<file path="config.mk">
export PLATFORM = sky130hd
export DESIGN_NAME = nco_freq_meter_flat
export DESIGN_NICKNAME = d
export VERILOG_FILES = /design/src/rtl/nco_freq_meter_if.sv /design/src/rtl/nco_freq_meter.sv /design/src/flat_wrapper.sv
export SDC_FILE = /design/constraint.sdc
export NUM_CORES = 1
export LEC_CHECK = 0
export CORE_MARGIN = 5
export CORE_UTILIZATION = 55
export CTS_BUF_LIST = sky130_fd_sc_hd__clkbuf_4
export DETAILED_ROUTE_END_ITERATION = 16
export GPL_TIMING_DRIVEN = 0
export PLACE_DENSITY = 0.78
export SYNTH_ARGS = -nofsm -noshare
export SYNTH_HDL_FRONTEND = slang
export SYNTH_SLANG_ARGS = --single-unit
</file>
<file path="constraint.sdc">
create_clock -name clk -period 4.6 [get_ports clk]
set_clock_uncertainty 0.2 [all_clocks]
set_input_delay 0.92 -clock clk [delete_from_list [all_inputs] [get_ports clk]]
set_output_delay 0.92 -clock clk [all_outputs]
set_load 0.1 [all_outputs]
</file>
<file path="src/rtl/nco_freq_meter_if.sv">
// Sample stream in, period/control-word measurement out.
interface nco_freq_meter_if;
  logic [7:0]  amplitude;
  logic        valid;
  logic [24:0] period_avg;
  logic [15:0] control_est;
  logic        locked;
  logic        no_signal;

  modport master (
    output amplitude,
    input  valid, period_avg, control_est, locked, no_signal
  );

  modport slave (
    input  amplitude,
    output valid, period_avg, control_est, locked, no_signal
  );
endinterface

</file>
<file path="src/rtl/nco_freq_meter.sv">
// Recovers period and NCO control word from a midscale-biased sample stream
// using hysteretic rising-crossing detection averaged over 2^AVG periods.
module nco_freq_meter #(
  parameter int unsigned S       = 8,
  parameter int unsigned AVG     = 2,
  parameter int unsigned HYST    = 16,
  parameter int unsigned TIMEOUT = 33554431
) (
  input  logic              clk,
  input  logic              reset,
  nco_freq_meter_if.slave   bus
);

  localparam int unsigned AW = 25 + AVG;
  localparam int unsigned NW = AVG + 1;
  localparam logic [7:0]    HI       = 8'(128 + HYST);
  localparam logic [7:0]    LO       = 8'(128 - HYST);
  localparam logic [NW-1:0] NLAST    = NW'((1 << AVG) - 1);
  localparam logic [24:0]   CNT_LAST = 25'(TIMEOUT - 1);

  typedef enum logic {SEARCH, MEASURE} state_t;
  state_t state, state_next;

  logic [7:0]    s_q;
  logic          armed, lvl;
  logic [24:0]   cnt;
  logic [AW-1:0] acc;
  logic [NW-1:0] ncyc;
  logic          has_est;

  logic          rise, timeout, win_done;
  logic [AW-1:0] acc_final, quo;
  logic [15:0]   est;

  assign rise = armed & ~lvl & (s_q >= HI);

  always_ff @(posedge clk) begin
    if (reset) state <= SEARCH;
    else       state <= state_next;
  end

  always_comb begin
    state_next = state;
    case (state)
      SEARCH:  if (rise) state_next = MEASURE;
      MEASURE: if (!rise && cnt == CNT_LAST) state_next = SEARCH;
      default: state_next = SEARCH;
    endcase
  end

  always_comb begin
    timeout  = 1'b0;
    win_done = 1'b0;
    if (state == MEASURE) begin
      timeout  = !rise && (cnt == CNT_LAST);
      win_done = rise && (ncyc == NLAST);
    end
  end

  // The closing period (cnt+1) is folded into the sum before scaling.
  always_comb begin
    acc_final = acc + AW'(cnt) + AW'(1);
    quo       = acc_final >> (AVG + S);
    est       = '0;
    if (quo != '0) begin
      if ((quo - AW'(1)) > AW'(16'hFFFF)) est = '1;
      else                                est = 16'(quo - AW'(1));
    end
  end

  always_ff @(posedge clk) begin
    if (reset) begin
      s_q             <= 8'h80;
      armed           <= 1'b0;
      lvl             <= 1'b0;
      cnt             <= '0;
      acc             <= '0;
      ncyc            <= '0;
      has_est         <= 1'b0;
      bus.valid       <= 1'b0;
      bus.period_avg  <= '0;
      bus.control_est <= '0;
      bus.locked      <= 1'b0;
      bus.no_signal   <= 1'b1;
    end else begin
      s_q       <= bus.amplitude;
      bus.valid <= 1'b0;
      if (s_q < LO) begin
        lvl   <= 1'b0;
        armed <= 1'b1;
      end else if (s_q >= HI) begin
        lvl <= 1'b1;
      end

      if (state == SEARCH) begin
        cnt  <= '0;
        acc  <= '0;
        ncyc <= '0;
      end else if (rise) begin
        cnt <= '0;
        if (win_done) begin
          acc             <= '0;
          ncyc            <= '0;
          bus.valid       <= 1'b1;
          bus.period_avg  <= 25'(acc_final >> AVG);
          bus.control_est <= est;
          bus.locked      <= has_est && (est == bus.control_est);
          has_est         <= 1'b1;
          bus.no_signal   <= 1'b0;
        end else begin
          acc  <= acc_final;
          ncyc <= ncyc + NW'(1);
        end
      end else if (timeout) begin
        // Disarm so a signal returning high is not mistaken for an edge.
        cnt           <= '0;
        acc           <= '0;
        ncyc          <= '0;
        armed         <= 1'b0;
        lvl           <= 1'b0;
        has_est       <= 1'b0;
        bus.no_signal <= 1'b1;
        bus.locked    <= 1'b0;
      end else begin
        cnt <= cnt + 25'd1;
      end
    end
  end

endmodule

</file>
<file path="src/flat_wrapper.sv">
// flat-port wrapper written by rule: the top's interface ports become plain ports
module nco_freq_meter_flat 
#(
  parameter int unsigned S       = 8,
  parameter int unsigned AVG     = 2,
  parameter int unsigned HYST    = 16,
  parameter int unsigned TIMEOUT = 33554431
)
  (clk, reset, bus_amplitude, bus_valid, bus_period_avg, bus_control_est, bus_locked, bus_no_signal);
  nco_freq_meter_if bus_i ();
  input  logic clk;
  input  logic reset;
  input wire logic [$bits(bus_i.amplitude)-1:0] bus_amplitude;
  output wire logic [$bits(bus_i.valid)-1:0] bus_valid;
  output wire logic [$bits(bus_i.period_avg)-1:0] bus_period_avg;
  output wire logic [$bits(bus_i.control_est)-1:0] bus_control_est;
  output wire logic [$bits(bus_i.locked)-1:0] bus_locked;
  output wire logic [$bits(bus_i.no_signal)-1:0] bus_no_signal;
  assign bus_i.amplitude = bus_amplitude;
  assign bus_valid = bus_i.valid;
  assign bus_period_avg = bus_i.period_avg;
  assign bus_control_est = bus_i.control_est;
  assign bus_locked = bus_i.locked;
  assign bus_no_signal = bus_i.no_signal;
  nco_freq_meter #(.S(S), .AVG(AVG), .HYST(HYST), .TIMEOUT(TIMEOUT)) u_core (.clk(clk), .reset(reset), .bus(bus_i));
endmodule
</file>
==> flow_metrics.tcl <==
set metrics [dict create \
    status "complete, but fails checks" \
    violations "negative setup slack" \
    cp_cell_sequence "ha_4, o211ai_1, a21oi_4, o211a_1, or3_4, and2_4, inv_4, ha_4, nand2_2, mux2i_4, nand4_4, or4_4, a21oi_4, o2111a_2, a31oi_4, a32oi_1, or4b_4, o31ai_4" \
    power_per_cell_area_nw_per_um2 179 \
    comb_power_share 0.021 \
    power.total_mw 1.46 \
    clkLatencyLatePin_ns 0.51 \
    critPathRequiredTime_ns 4.84 \
    syn-num-nets 861 \
    setup_slack_ns -0.00822 \
    power_frac_seq 0.640 \
    multi_input_area_um2 4710 \
    n_fill_cell 997 \
    synth.top_cells.by_area "dfxtp_1 (32%), nand2_1 (6.0%), ha_1 (5.6%)" \
    synth_common_cells "dfxtp_1 (107), nand2_1 (106), nor2_1 (85), a21oi_1 (64), o21ai_0 (35)" \
    synth_area_um2 6680 \
    synth_ff_type "dfxtp_1" \
    numCtsBuffers 9 \
    tightest_slew_ns 1.21 \
    path_max_fanout 5 \
    avgSynthCellArea_um2 8.14 \
    grt_pass1_wl_mm 32.9 \
    synth_mux_area_frac 0.0101 \
    synth_enable_flop_cells 0 \
    rr_startpoint "u_core.cnt[3]$_SDFF_PP0_" \
    synth.top_cell.area_share 0.321 \
    cp_top_family "simple AND/OR/NAND/NOR gates" \
    yosysWarnings 0 \
    cts_max_level 3 \
    slowest_stage "or4_4" \
    ys_seq_area_frac 0.321 \
    vias_per_cell 6.31 \
    max_freq_ghz 0.217 \
    overflow 0 \
    dp_hpwl_mm 15.6 \
    crit_path_start "u_core.cnt[3]$_SDFF_PP0_" \
    clk_pin_slew_ns 0.18 \
    hold_viol 0 \
    synth_fa_ha_area_frac 0.0607 \
    grt_usage 0.285 \
    fin_nets 952 \
    dieArea_um2 14400 \
    swShare 0.262 \
    drive_above_1_share 0.175 \
    dp_cells 1016 \
    detail_route.iter0.violations 708 \
    synth-xor-area-share 0.0731 \
    grt_max_degree 21 \
    synth-simple-area-share 0.255 \
    synth_seq_cells 107 \
    ys_types 92 \
    antennaDiodeCount 0 \
    maxCapViolations 0 \
    arrival_ns 4.85 \
    p_sw_mw 0.382 \
    path_buf_inv 1 \
    initial_core_util 0.558 \
    gp_congestion 0.962 \
    io_pins 54 \
    grt_pass1_vias 6349 \
    min_period_ns 4.61 \
    pwr-share-clk 0.339 \
    cpPeakStageDelay_ns 0.53 \
    layout.cells.non_filler 1063 \
    hold_path.class "flip-flop to flip-flop" \
    wire_per_inst_um 19.8 \
    worstSetupStartpointType "flip-flop" \
    rows 40 \
    die_x_um 120 \
    synthToLayoutAreaGrowth_pct 22.0 \
    cts_hold_buffers 0 \
    min_from "u_core.bus.period_avg[1]$_SDFFE_PP0P_" \
    cts_root_buf "clkbuf_4" \
    synthCells 820 \
    synth_top_family_by_area "simple AND/OR/NAND/NOR gates" \
    drc 0 \
    drv_slew 0 \
    ir_drop_v 0.000152 \
    fp.dieH_um 120 \
    cp-end-kind "flip-flop" \
    wirelength_mm 21.0 \
    setup_viol 1 \
    synth_compound_area_frac 0.250 \
    area.sequential_um2 2170 \
    fin_util 0.681 \
    numClockSinks 107 \
    drtAntennaViolNets 0 \
    tritoncts "yes" \
    synth_top_area_cell "dfxtp_1" \
    p_int_mw 1.07 \
    rsz0062_at_grt "true" \
    p_leak_nw 3.01 \
    clock_path_buffers 2 \
    async_reset_ff_frac 0 \
    antenna_found_initial 0 \
    post-route-period-util 1.00 \
    slew-limit-headroom 0.180 \
    core_um2 12000 \
    numPortBuffers 49 \
    dr.pass1.iters 6 \
    yosysMostFrequentCell "dfxtp_1" \
    vias 6708 \
    crit_type "flip-flop to flip-flop" \
]
-- cell usage in the layout, fill, tap and decap left out, drive strengths merged, types with 5 or more instances in the layout --
master         synthesis  layout
o31ai                  6       6
dfxtp                107     107
ha                    30      30
o2111ai                5       5
a31oi                 12      12
inv                   19      22
or3                   11      11
nand2b                 8       8
a22o                  13      13
xnor2                 30      30
o211ai                 8       8
clkbuf                28      35
o21ai                 41      41
nor2b                  7       7
clkdlybuf4s50          0      49
a211oi                22      22
nor2                  87      87
a21oi                 70      70
nor3                  21      21
and2                  11      11
nand3                 26      26
and3                  15      15
a21o                  14      14
nand2                109     109
a22oi                  6       6
buf                    4      38
nand4                 12      12
and4                   7       7
xor2                  24      24
-- per-stage QoR --
stage          hold slack, ns  TNS (ns)  instance area [um^2]  worst slack [ns]
3_3_place_gp            0.244     -3.88                  7390            -0.780
6_report                0.265  -0.00822                  8140          -0.00822
3_5_place_dp            0.248     -5.02                  7390            -0.860
4_1_cts                 0.269         0                  7860           0.00309
2_1_floorplan           0.232         0                  6710            0.0328
5_1_grt                 0.292    -0.153                  8140            -0.153
-- metal layers --
layer	part of all wire	vias to the layer above	GRT usage
li1	-	3174	-
met1	0.42	3210	0.363
met2	0.48	267	0.489
met3	0.066	57	0.0416
met4	0.032	0	0.107
met5	0	-	0
-- worst min-delay path: cells and delay by family, from the launching register on --
kind | cells | cell delay (ns)
and+or+nand+nor | 1 | 0.05
AOI/OAI and AO/OA | 1 | 0.05
DFF | 1 | 0.35
-- cells by family after synthesis --
kind of cell               after synthesis
adders and majority gates               32
buffers and inverters                   51
xor gates and xnor gates                54
and+or+nand+nor                        336
muxes                                    5
DFF                                    107
AOI/OAI and AO/OA                      235
-- worst paths after layout --
kind	slack, ns	endpoint	depth (start not counted)
worst max register to register	-0.008	u_core.bus.locked$_SDFFE_PP0P_	18
worst max-delay path	-0.008	u_core.bus.locked$_SDFFE_PP0P_	18
worst min register to register	0.26	u_core.bus.period_avg[1]$_SDFFE_PP0P_	2
worst min-delay path	0.26	u_core.bus.period_avg[1]$_SDFFE_PP0P_	2
-- power groups by stage --
stage               logic (mW)  clock network (mW)  registers (mW)
detailed placement      0.0286                   0           0.954
CTS                     0.0299               0.499           0.932
global placement        0.0273                   0           0.954
finish                  0.0304               0.493           0.932
global route            0.0332               0.536           0.933
floorplan               0.0171                   0           0.953
-- layout make-up --
type                       instances  share of cell area
inverter                          19             0.00906
clock buffer                      10             0.00922
multi-input combinational        662               0.578
clock inverter                     6             0.00799
sequential                       107               0.267
timing repair buffer              83              0.0913
buffer                            29              0.0149
tap                              147              0.0226
-- registers in the layout, summed over array words and instances, names as in the netlist, 3 cells and up --
name                    count
u_core.acc                 27
u_core.bus.control_est     16
u_core.bus.period_avg      25
u_core.cnt                 25
u_core.ncyc                 3
u_core.s_q                  4
-- repair_timing --
item,CTS,global route
endpoints found under the setup margin,14,8
buffers inserted,17,16
gates resized for setup,47,40
hold endpoints to repair,0,0
pin swaps,14,16
Note: power is estimated with default switching activity, not from simulation.
